==> config.mk <==
export PLATFORM = sky130hd
export DESIGN_NAME = logic_sweep_ctrl_flat
export DESIGN_NICKNAME = d
export VERILOG_FILES = /design/src/rtl/logic_sweep_ctrl_if.sv /design/src/rtl/logic_sweep_ctrl.sv /design/src/flat_wrapper.sv
export SDC_FILE = /design/constraint.sdc
export NUM_CORES = 1
export LEC_CHECK = 0
export ABC_CLOCK_PERIOD_IN_PS = 4400
export CAP_MARGIN = 20
export CELL_PAD_IN_SITES_DETAIL_PLACEMENT = 1
export CELL_PAD_IN_SITES_GLOBAL_PLACEMENT = 2
export CORE_ASPECT_RATIO = 0.8
export CORE_UTILIZATION = 34
export CTS_CLUSTER_DIAMETER = 50
export DETAILED_ROUTE_END_ITERATION = 8
export GPL_ROUTABILITY_DRIVEN = 0
export PLACE_DENSITY_LB_ADDON = 0.1
export SETUP_SLACK_MARGIN = 0.15
export SYNTH_ARGS = -nofsm -noshare
export SYNTH_HDL_FRONTEND = slang
export SYNTH_SLANG_ARGS = --single-unit
==> constraint.sdc <==
create_clock -name clk -period 4.4 [get_ports clk]
set_input_delay 0.44 -clock clk [delete_from_list [all_inputs] [get_ports clk]]
set_output_delay 0.44 -clock clk [all_outputs]
set_load 0.1 [all_outputs]
==> src/rtl/logic_sweep_ctrl_if.sv <==
// Host/network-side bundle of the logic sweep sequencer: sweep control, gate-network drive and results.
interface logic_sweep_ctrl_if;
  logic       start;
  logic       abort;
  logic [7:0] expected;
  logic       dut_out;
  logic       in1;
  logic       in2;
  logic       in3;
  logic       busy;
  logic       done;
  logic [7:0] signature;
  logic [7:0] unstable;
  logic       match;

  modport master (
    output start, abort, expected, dut_out,
    input  in1, in2, in3, busy, done, signature, unstable, match
  );

  modport slave (
    input  start, abort, expected, dut_out,
    output in1, in2, in3, busy, done, signature, unstable, match
  );
endinterface

==> src/rtl/logic_sweep_ctrl.sv <==
// Sweeps all 8 input combinations of a 3-input gate network, one every SETTLE_CYCLES+HOLD_CYCLES cycles,
// and records its truth table and hold-window instability. LOGIC_SWEEP_GRAY_EN selects Gray-code sweep order.
module logic_sweep_ctrl #(
  parameter int SETTLE_CYCLES = 4,
  parameter int HOLD_CYCLES   = 2
) (
  input  logic              clk,
  input  logic              rst,
  logic_sweep_ctrl_if.slave bus
);

  localparam int CMAX = (SETTLE_CYCLES > HOLD_CYCLES) ? SETTLE_CYCLES : HOLD_CYCLES;
  localparam int CW   = (CMAX > 1) ? $clog2(CMAX + 1) : 1;
  localparam logic [CW-1:0] S_LAST = CW'(SETTLE_CYCLES - 1);
  localparam logic [CW-1:0] H_LAST = CW'(HOLD_CYCLES - 1);

  typedef enum logic [1:0] {IDLE, SETTLE, HOLD, DONE} state_t;

  state_t        state, state_nxt;
  logic [CW-1:0] cnt;
  logic [2:0]    step;
  logic [2:0]    drive;
  logic          ref_smp;
  logic [7:0]    sig_r, uns_r, sig_upd, uns_upd;
  logic          match_r;
  logic          busy_c, done_c;
  logic [2:0]    idx;

  // Maps sweep step to the combination applied; results stay indexed by combination.
  function automatic logic [2:0] order(input logic [2:0] s);
`ifdef LOGIC_SWEEP_GRAY_EN
    return s ^ (s >> 1);
`else
    return s;
`endif
  endfunction

  assign idx = order(step);

  always_ff @(posedge clk or posedge rst) begin
    if (rst) state <= IDLE;
    else     state <= state_nxt;
  end

  always_comb begin
    state_nxt = state;
    busy_c    = 1'b0;
    done_c    = 1'b0;
    sig_upd   = sig_r;
    uns_upd   = uns_r;
    case (state)
      IDLE: begin
        if (bus.start && !bus.abort) state_nxt = SETTLE;
      end
      SETTLE: begin
        busy_c = 1'b1;
        if (bus.abort)         state_nxt = IDLE;
        else if (cnt == S_LAST) state_nxt = HOLD;
      end
      HOLD: begin
        busy_c = 1'b1;
        if (bus.abort) begin
          state_nxt = IDLE;
        end else begin
          // First hold sample is the reference; the last one is the recorded value.
          if (cnt != '0 && bus.dut_out != ref_smp) uns_upd[idx] = 1'b1;
          if (cnt == H_LAST) begin
            sig_upd[idx] = bus.dut_out;
            state_nxt    = (step == 3'd7) ? DONE : SETTLE;
          end
        end
      end
      DONE: begin
        done_c    = 1'b1;
        state_nxt = IDLE;
      end
      default: state_nxt = IDLE;
    endcase
  end

  always_ff @(posedge clk or posedge rst) begin
    if (rst) begin
      cnt     <= '0;
      step    <= 3'd0;
      drive   <= 3'd0;
      ref_smp <= 1'b0;
      sig_r   <= 8'h00;
      uns_r   <= 8'h00;
      match_r <= 1'b0;
    end else begin
      case (state)
        IDLE: begin
          if (bus.start && !bus.abort) begin
            step    <= 3'd0;
            drive   <= order(3'd0);
            sig_r   <= 8'h00;
            uns_r   <= 8'h00;
            match_r <= 1'b0;
            cnt     <= '0;
          end
        end
        SETTLE: begin
          if (bus.abort) begin
            drive   <= 3'd0;
            cnt     <= '0;
            match_r <= 1'b0;
          end else if (cnt == S_LAST) begin
            cnt <= '0;
          end else begin
            cnt <= cnt + 1'b1;
          end
        end
        HOLD: begin
          if (bus.abort) begin
            drive   <= 3'd0;
            cnt     <= '0;
            match_r <= 1'b0;
          end else begin
            sig_r <= sig_upd;
            uns_r <= uns_upd;
            if (cnt == '0) ref_smp <= bus.dut_out;
            if (cnt == H_LAST) begin
              cnt <= '0;
              if (step == 3'd7) begin
                drive   <= 3'd0;
                match_r <= (sig_upd == bus.expected) && (uns_upd == 8'h00);
              end else begin
                step  <= step + 3'd1;
                drive <= order(step + 3'd1);
              end
            end else begin
              cnt <= cnt + 1'b1;
            end
          end
        end
        default: ;
      endcase
    end
  end

  assign bus.in1       = drive[2];
  assign bus.in2       = drive[1];
  assign bus.in3       = drive[0];
  assign bus.busy      = busy_c;
  assign bus.done      = done_c;
  assign bus.signature = sig_r;
  assign bus.unstable  = uns_r;
  assign bus.match     = match_r;

endmodule

==> src/flat_wrapper.sv <==
// flat-port wrapper written by rule: the top's interface ports become plain ports
module logic_sweep_ctrl_flat 
#(
  parameter int SETTLE_CYCLES = 4,
  parameter int HOLD_CYCLES   = 2
)
  (clk, rst, bus_start, bus_abort, bus_expected, bus_dut_out, bus_in1, bus_in2, bus_in3, bus_busy, bus_done, bus_signature, bus_unstable, bus_match);
  logic_sweep_ctrl_if bus_i ();
  input  logic clk;
  input  logic rst;
  input wire logic [$bits(bus_i.start)-1:0] bus_start;
  input wire logic [$bits(bus_i.abort)-1:0] bus_abort;
  input wire logic [$bits(bus_i.expected)-1:0] bus_expected;
  input wire logic [$bits(bus_i.dut_out)-1:0] bus_dut_out;
  output wire logic [$bits(bus_i.in1)-1:0] bus_in1;
  output wire logic [$bits(bus_i.in2)-1:0] bus_in2;
  output wire logic [$bits(bus_i.in3)-1:0] bus_in3;
  output wire logic [$bits(bus_i.busy)-1:0] bus_busy;
  output wire logic [$bits(bus_i.done)-1:0] bus_done;
  output wire logic [$bits(bus_i.signature)-1:0] bus_signature;
  output wire logic [$bits(bus_i.unstable)-1:0] bus_unstable;
  output wire logic [$bits(bus_i.match)-1:0] bus_match;
  assign bus_i.start = bus_start;
  assign bus_i.abort = bus_abort;
  assign bus_i.expected = bus_expected;
  assign bus_i.dut_out = bus_dut_out;
  assign bus_in1 = bus_i.in1;
  assign bus_in2 = bus_i.in2;
  assign bus_in3 = bus_i.in3;
  assign bus_busy = bus_i.busy;
  assign bus_done = bus_i.done;
  assign bus_signature = bus_i.signature;
  assign bus_unstable = bus_i.unstable;
  assign bus_match = bus_i.match;
  logic_sweep_ctrl #(.SETTLE_CYCLES(SETTLE_CYCLES), .HOLD_CYCLES(HOLD_CYCLES)) u_core (.clk(clk), .rst(rst), .bus(bus_i));
endmodule
### Word-level counts from Yosys, hierarchy flattened

Cells that the tools add are included.

| storage, ports and cells | value |
|---|---|
| bits in registers | 29 |
| output and inout bits | 22 |

| cells by class | value |
|---|---|
| bitwise gates (word level) | 2 |
| multiplexer cells | 44 |
| $add $sub $neg | 2 |
| order comparisons | 2 |
| eq/ne operators | 16 |
| reduce and logical (&&, ||, !) cells | 19 |

Operator list:

| kind | number |
|---|---|
| $mux 8 | 9 |
| $mux 3 | 12 |
| $pmux 8 s2 | 2 |
| $pmux 3 s3 | 2 |
| $mux 2 | 6 |
| $reduce_and 5->1 | 2 |
| $ne 3x2->1 const B | 3 |
| $reduce_and 3->1 | 3 |
| $bwmux 8 | 1 |
| $eq 8x8->1 | 1 |
| $logic_not 8->1 | 1 |
| $mux 1 | 8 |
| $or 8x8->8 | 1 |
| $pmux 2 s4 | 1 |
| $add 3x1->3 const B | 2 |
| $ne 2x2->1 const B | 3 |
| $pmux 3 s2 | 1 |
| $reduce_bool 3->1 | 2 |
| $eq 2x2->1 const B | 2 |
| $logic_and 1x1->1 | 4 |
| $lt 3x4->1 const B | 1 |
| $ne 2x1->1 const B | 2 |
| $reduce_and 4->1 | 1 |
| $demux 1 s3 | 1 |
| 14 further kinds | 14 |

### Logic depth before layout (Yosys ltp)

Gate-level depths: netlist of run 1.

| logic depth | value |
|---|---|
| depth in word-level cells | 14 |
| depth in mapped cells | 10 |
| depth with buffers taken out | 8 |

### Least setup slack after synthesis of run 1

Ideal clock, no wire load.

| path | value |
|---|---|
| path kind | reg2reg |
| start | register u_core.state[0] |
| end | register u_core.match_r, in the netlist u_core.bus.match |
| arrival | 2105 ps |
| stages on the path, launching flop included | 7 |
| slack | 2204 ps |
| required time | 4308 ps |
| path buffers | 0 |
| library setup time | 92 ps |
| period minus slack after synthesis | 2196 ps |
| cells stage by stage | dfrtp_1 -> ha_1 -> a21oi_1 -> o21ai_1 -> a2111oi_0 -> nand4_1 -> o31ai_2 |

| between the ends | value |
|---|---|
| word-level cells in the longest chain between the ends | 8 |
| elaborated cells on any way between the ends | 18 |
| classes of those cells | eq/ne: 7; mux: 6; reduce/logical: 5 |

RTL lines:

| item | line | text |
|---|---|---|
| start: declaration | logic_sweep_ctrl.sv:19 | `state_t state, state_nxt;` |
| start signal: assignment | logic_sweep_ctrl.sv:42 | `else state <= state_nxt;` |
| $eq 2x2->1 | logic_sweep_ctrl.sv:51, logic_sweep_ctrl.sv:91 |  |
| $mux 8 | logic_sweep_ctrl.sv:51 | `case (state)` |
| $eq 8x8->1 / $logic_not 8->1 (equally long branches) | logic_sweep_ctrl.sv:126 | `match_r <= (sig_upd == bus.expected) && (uns_upd == 8'h00);` |
| $logic_and 1x1->1 | logic_sweep_ctrl.sv:126 |  |
| $mux 1 | logic_sweep_ctrl.sv:124 | `if (step == 3'd7) begin` |
| $mux 1 | logic_sweep_ctrl.sv:122 | `if (cnt == H_LAST) begin` |
| $mux 1 | logic_sweep_ctrl.sv:114 | `if (bus.abort) begin` |
| $pmux 1 s3 | logic_sweep_ctrl.sv:91 | `case (state)` |
| end signal: assignment | logic_sweep_ctrl.sv:126 |  |
| end: declaration | logic_sweep_ctrl.sv:25 | `logic match_r;` |

Several ways; a longest one is shown, not always the timed one. The select of a mux whose other input is x is not followed.
A chain may end at the register's enable or synchronous reset.

### Worst setup path after layout of run 1

Ends and elaborated chain as after synthesis.

==> results of run 1 <==
sequential cells by signal (all words and copies together), names as in the netlist:
signal,cells
u_core.drive,3
u_core.bus.match,1
u_core.bus.signature,8
u_core.idx,3
u_core.bus.unstable,8
u_core.ref_smp,1
u_core.cnt,3
u_core.state,2
cell usage in the layout, fill, tap and decap left out, types with 2 or more instances in the layout:
| cell | instances |
|---|---|
| nor4b_1 | 2 |
| nor2b_1 | 6 |
| nand2b_1 | 12 |
| a31oi_1 | 3 |
| o31ai_1 | 2 |
| clkdlybuf4s50_1 | 34 |
| or3_1 | 2 |
| o21ai_0 | 24 |
| o22ai_1 | 3 |
| nand3_1 | 5 |
| o41ai_1 | 3 |
| a32o_1 | 3 |
| nand4_1 | 4 |
| nor4_1 | 2 |
| nor3_1 | 8 |
| clkbuf_8 | 6 |
| inv_1 | 12 |
| a22o_1 | 5 |
| nor2_1 | 10 |
| mux2i_1 | 4 |
| xor2_1 | 2 |
| a21oi_1 | 17 |
| ha_1 | 12 |
| dfrtp_1 | 29 |
| nand2_1 | 31 |
| xnor2_1 | 3 |
cell type report:
type,count,area (µm²),share of cell area (%)
flip-flops and latches,29,726,29.6
clock buffers,7,86.3,3.52
multi-input cells,180,1150,46.9
repair buffers,35,348,14.2
inverters,12,45.0,1.83
well taps,78,97.6,3.98
cell families (layout without fill, tap and decap cells):
| family | Yosys count | after routing |
|---|---|---|
| and+or+nand+nor | 88 | 88 |
| AOI/OAI and AO/OA | 70 | 70 |
| DFF | 29 | 29 |
| buffers and inverters | 22 | 54 |
| adders and majority gates | 12 | 12 |
| xor gates and xnor gates | 5 | 5 |
| muxes | 5 | 5 |
stage by stage:
step / worst slack, ns / cell area (µm²) / instances / power (mW)
after detailed placement: 1.41 / 2370 / 334 / 0.744
after global routing: 1.18 / 2450 / 341 / 1.03
final: 1.48 / 2450 / 341 / 0.966
after global placement: 1.52 / 2370 / 334 / 0.742
after floorplan: 2.20 / 1980 / 231 / 0.635
after CTS: 1.56 / 2450 / 341 / 0.977
synth_stat cells, drive strengths merged:
library cell and instances:
a2111oi 1, a21oi 17, a221o 1, a221oi 1, a22o 5, a22oi 1, a2bb2oi 1, a31oi 3
a32o 3, and2 1, and4bb 1, buf 7, clkbuf 3, dfrtp 29, ha 12, inv 12
mux2 1, mux2i 4, nand2 31, nand2b 12, nand3 5, nand4 4, nand4bb 1, nor2 10
nor2b 6, nor3 9, nor4 2, nor4b 2, o2111ai 1, o211ai 1, o21ai 25, o22ai 3
o31ai 3, o32ai 1, o41ai 3, or2 1, or3 3, xnor2 3, xor2 2
path summary, 6_finish.rpt:
kind | endpoint | slack, ns | cells past startpoint
max | u_core.bus.match | 1.48 | 8
min | u_core.drive[0] | 0.48 | 2
max reg2reg | u_core.bus.match | 1.48 | 8
min reg2reg | u_core.drive[0] | 0.48 | 2
max in group asynchronous | u_core.bus.signature[4] | 3.57 | 3
min in group asynchronous | u_core.state[0] | 0.54 | 3
power groups by stage:
stage / logic [mW] / registers, mW / clock network, mW
detailed placement: 0.427 / 0.317 / 0
global placement: 0.426 / 0.316 / 0
floorplan: 0.299 / 0.337 / 0
global route: 0.472 / 0.315 / 0.244
CTS: 0.430 / 0.312 / 0.235
finish: 0.427 / 0.312 / 0.227
per-layer routing:
metal / global-route usage [%] / wire (µm)
met5: 0 / 0
met2: 30.4 / 2450
met3: 3.66 / 294
met4: 7.29 / 59
met1: 31.9 / 3100
worst min-delay path, cell delays in order, from the launching register on:
cell and delay (ns):
dfrtp_1 0.34, nand2_1 0.05, o41ai_1 0.05
==> metrics.cfg, run 1 <==
[status]
outcome = completed

[clock_network]
clkSlewWorstSetupHoldPaths_ns = 0.06
clock-root-buffer = clkbuf_8
cts.sinks = 29
cts_tree = built
cts_setup_buffers = 0
clk_path_buf_depth = 2
cts_htree_levels = 2
cts_resized = 0
cts_buffers = 5
clk_latency_ns = 0.28
holdBufCountCts = 0

[yosys]
syn_area_per_cell_um2 = 8.55
synth_top_family_by_area = simple AND/OR/NAND/NOR gates
synth_mux_area_share_pct = 2.60
yosys.area_share.simple_pct = 23.4
synth_warnings = 0
ys_ff_latch = 29
synth-seq-area-share_pct = 36.7
synth_cell_type_count = 45
synth_top_cell_by_area = dfrtp_1
synth-compound-area-share_pct = 22.5
synth_fp_nets = 256
netlist_instances = 231
synth_xor_xnor_area_share_pct = 2.22
synth_area_leaders = dfrtp_1 (37%), ha_1 (7.6%), o21ai_0 (6.1%), nand2_1 (5.9%), a21oi_1 (4.3%)
synth_fa_ha_area_share_pct = 7.60
syn_area_um2 = 1980
synth_top_cell_area_share_pct = 36.7

[power]
p_switching_mw = 0.435
power.density_nw_per_um2 = 394
p_comb_share_pct = 44.2
irDropWorstVdd_v = 0.000162
seqPwrFrac_pct = 32.3
clkPwrFrac_pct = 23.5
leakage_nw = 0.971
sw_frac_of_total_pct = 45.0
p_int_mw = 0.531

[timing]
fin_crit_sh_pct = 66.4
timing.slew.headroom_pct = 35.0
whs_ns = 0.483
finalHoldViolations = 0
clock_skew_ns = 0.00521
max_freq_ghz = 0.342
drv_slew = 0
setup_tns_ns = 0
fin_crit_ns = 2.92
setup_viol = 0
tightest_slew_ns = 0.973
rsz0062_at_grt = false

[critical_path]
critical_path_arrival_ns = 3.12
path_buf_inv = 1
worstPathRequired_ns = 4.59
crit_start = u_core.state[0]
critPathMaxFanout = 13
crit_top_cell = nand4_1
path_delay_family = compound AO/OA/AOI/OAI gates
r2r-start = u_core.state[0]
start_kind = register
critPathSlowestCell = a2111oi_0
crit_type = reg2reg
critPathCaptureType = register
cp_cell_sequence = inv_1, ha_1, nand4bb_1, o21ai_0, nand4_1, a2111oi_0, nand4_1, o31ai_2
slowest_delay_ns = 0.54

[hold_path]
worst_hold_path_type = reg2reg
hp-start = u_core.drive[0]

[layout]
n_antenna_cell = 0
fill_cells = 671
syn_to_final_growth_pct = 24.3
drive_above_1_share_pct = 4.94
final_util_pct = 44.4
num-nets-final = 288

[detailed_routing]
vias_per_cell = 5.41
drt-total-wl_um = 5910
drt_iter0_drc = 110
dr_total_vias = 1844
ant_nets = 0
wl_per_cell_um = 17.3
drc = 0
drt_pass1_iterations = 4

[floorplan]
row_count = 24
dieWidth_um = 87.2
die_h_um = 70.2
ioPinCount = 35
initial_core_util_pct = 35.8
core_um2 = 5530
die-area_um2 = 6120

[placed_design]
port_buffers = 34
dpl.hpwl_um = 4460

[global_routing]
antenna_found_initial = 0
grt_util_all_layers_pct = 21.3
grt_overflow = 0
grt_pass1_wl_um = 9850
grt_max_degree = 30
grt_pass1_vias = 1857

[flow_run]
maxCapViolCount = 0

Note: power is estimated with default switching activity, not from simulation.
==> inputs of run 2 (changes only) <==
--- a/config.mk
+++ b/config.mk
@@ -5,12 +5,12 @@
 export SDC_FILE = /design/constraint.sdc
 export NUM_CORES = 1
 export LEC_CHECK = 0
-export ABC_CLOCK_PERIOD_IN_PS = 4400
+export ABC_CLOCK_PERIOD_IN_PS = 2900
 export CAP_MARGIN = 20
 export CELL_PAD_IN_SITES_DETAIL_PLACEMENT = 1
 export CELL_PAD_IN_SITES_GLOBAL_PLACEMENT = 2
 export CORE_ASPECT_RATIO = 0.8
-export CORE_UTILIZATION = 34
+export CORE_UTILIZATION = 31
 export CTS_CLUSTER_DIAMETER = 50
 export DETAILED_ROUTE_END_ITERATION = 8
 export GPL_ROUTABILITY_DRIVEN = 0
==> constraint.sdc (replaced) <==
create_clock -name clk -period 2.9 [get_ports clk]
set_input_delay 0.29 -clock clk [delete_from_list [all_inputs] [get_ports clk]]
set_output_delay 0.29 -clock clk [all_outputs]
set_load 0.1 [all_outputs]
==> metrics.cfg, run 2 (same netlist as run 1, synthesis figures left out) <==
[layout]
syn_to_final_growth_pct = 27.0
fill_cells = 721  ; +7.5%
final_cell_mix = buf_4 (33), nand2_1 (31), dfrtp_1 (29)
stdcell_count = 355  ; +4.1%
final_common_cell = buf_4
drive_above_1_share_pct = 16.8  ; +12 points
num-nets-final = 298  ; +3.5%
n_antenna_cell = 0  ; unchanged

[detailed_routing]
wl_per_cell_um = 17.6  ; +1.3%
drt_iter0_drc = 82  ; -25%
dr_total_vias = 1885  ; +2.2%
drt_pass1_iterations = 4  ; unchanged
vias_per_cell = 5.31  ; -1.8%
ant_nets = 0  ; unchanged
drc = 0  ; unchanged
drt-total-wl_um = 6230  ; +5.4%

[power]
leakage_nw = 1.08  ; +11%
power.density_nw_per_um2 = 627  ; +59%
irDropWorstVdd_v = 0.000345  ; +110%

[critical_path]
critPathMaxFanout = 9  ; -4
critical_path_arrival_ns = 2.70  ; -0.42 ns
worstPathRequired_ns = 3.09  ; -1.50 ns
critPathCaptureType = register
path_delay_family = simple AND/OR/NAND/NOR gates
path_buf_inv = 1  ; unchanged
slowest_delay_ns = 0.57  ; +0.03 ns
crit_type = reg2reg
critPathSlowestCell = or3_1
cp_cell_sequence = inv_1, ha_1, nand4bb_1, or3_1, mux2i_1, a21oi_1, o2111ai_1, o31ai_2
start_kind = register

[timing]
tightest_slew_ns = 0.599  ; -0.373 ns
timing.slew.headroom_pct = 59.5  ; +25 points
setup_viol = 0  ; unchanged
setup_tns_ns = 0  ; unchanged
clock_skew_ns = 0.00379  ; -0.00142 ns
fin_crit_sh_pct = 86.4  ; +20 points
finalHoldViolations = 0  ; unchanged
whs_ns = 0.385  ; -0.0980 ns
rsz0062_at_grt = false
drv_slew = 0  ; unchanged
max_freq_ghz = 0.399  ; +17%
fin_crit_ns = 2.51  ; -0.414 ns

[flow_run]
maxCapViolCount = 0  ; unchanged

[floorplan]
row_count = 25  ; +4.2%
die-area_um2 = 6700  ; +9.4%
dieWidth_um = 91.3  ; +4.6%
die_h_um = 73.4  ; +4.6%
ioPinCount = 35  ; unchanged
core_um2 = 6040  ; +9.3%
initial_core_util_pct = 32.7  ; -3.0 points

[status]
outcome = completed

[global_routing]
grt_pass1_vias = 1865  ; +0.43%
antenna_found_initial = 0  ; unchanged
grt_max_degree = 30  ; unchanged
grt_overflow = 0  ; unchanged
grt_util_all_layers_pct = 20.1  ; -1.1 points
grt_pass1_wl_um = 10200  ; +3.1%

[clock_network]
clk_latency_ns = 0.28  ; about the same
clk_path_buf_depth = 2  ; unchanged
clkSlewWorstSetupHoldPaths_ns = 0.07  ; about the same
cts_buffers = 5  ; unchanged
cts_resized = 0  ; unchanged
cts_tree = built
cts_htree_levels = 2  ; unchanged
cts_setup_buffers = 0  ; unchanged
holdBufCountCts = 0  ; unchanged
clock-root-buffer = clkbuf_8
cts.sinks = 29  ; unchanged

[placed_design]
dp_cells = 347  ; +3.9%
dpl.hpwl_um = 4990  ; +12%
port_buffers = 34  ; unchanged

[hold_path]
worst_hold_path_type = in2async

==> run 2: layer usage <==
layer  global-route usage, %  vias up  part of all wire, %
li1                        -      923                    -
met1                    30.7      919                   54
met2                    29.3       39                   41
met3                    3.52        4                  4.1
met4                    4.76        0                 0.77
met5                       0        -                    0
==> run 2: tightest hold or removal path, delay by kind of cell <==
kind | cells | cell delay [ns]
buf+inv | 3 | 0.79
==> run 2: final cells by class <==
| type | instances | area, µm² | area share (%) |
|---|---|---|---|
| Tap cell | 81 | 101 | 4.04 |
| Timing Repair Buffer | 45 | 368 | 14.7 |
| Multi-Input combinational cell | 180 | 1150 | 45.9 |
| Clock inverter | 1 | 30.0 | 1.20 |
| Inverter | 12 | 45.0 | 1.80 |
| Clock buffer | 7 | 86.3 | 3.44 |
| Sequential cell | 29 | 726 | 28.9 |
==> run 2: worst paths after layout <==
path	slack [ns]	end	cells past startpoint	from
max reg2reg	0.39	u_core.bus.match	8	u_core.state[0]
min reg2reg	0.48	u_core.drive[0]	2	u_core.drive[0]
min in group clk	0.48	u_core.drive[0]	2	u_core.drive[0]
max in group asynchronous	2.22	u_core.bus.signature[5]	3	rst
min	0.39	u_core.cnt[0]	3	rst
max	0.39	u_core.bus.match	8	u_core.state[0]
==> run 2: power breakdown <==
group	internal (mW)	total [mW]	switching [mW]	leakage (nW)
sequential	0.439	0.470	0.0311	0.400
clock	0.280	0.440	0.160	0.0585
combinational	0.184	0.662	0.478	0.623
==> run 2: per-stage QoR <==
step	utilization [%]	setup WS (ns)	area (µm²)	total power, mW
global route	41.6	0.228	2510	1.67
detailed placement	39.6	0.363	2390	1.14
CTS	41.6	0.411	2510	1.59
floorplan	-	0.704	1980	0.964
global placement	39.6	0.426	2390	1.13
finish	41.6	0.393	2510	1.57
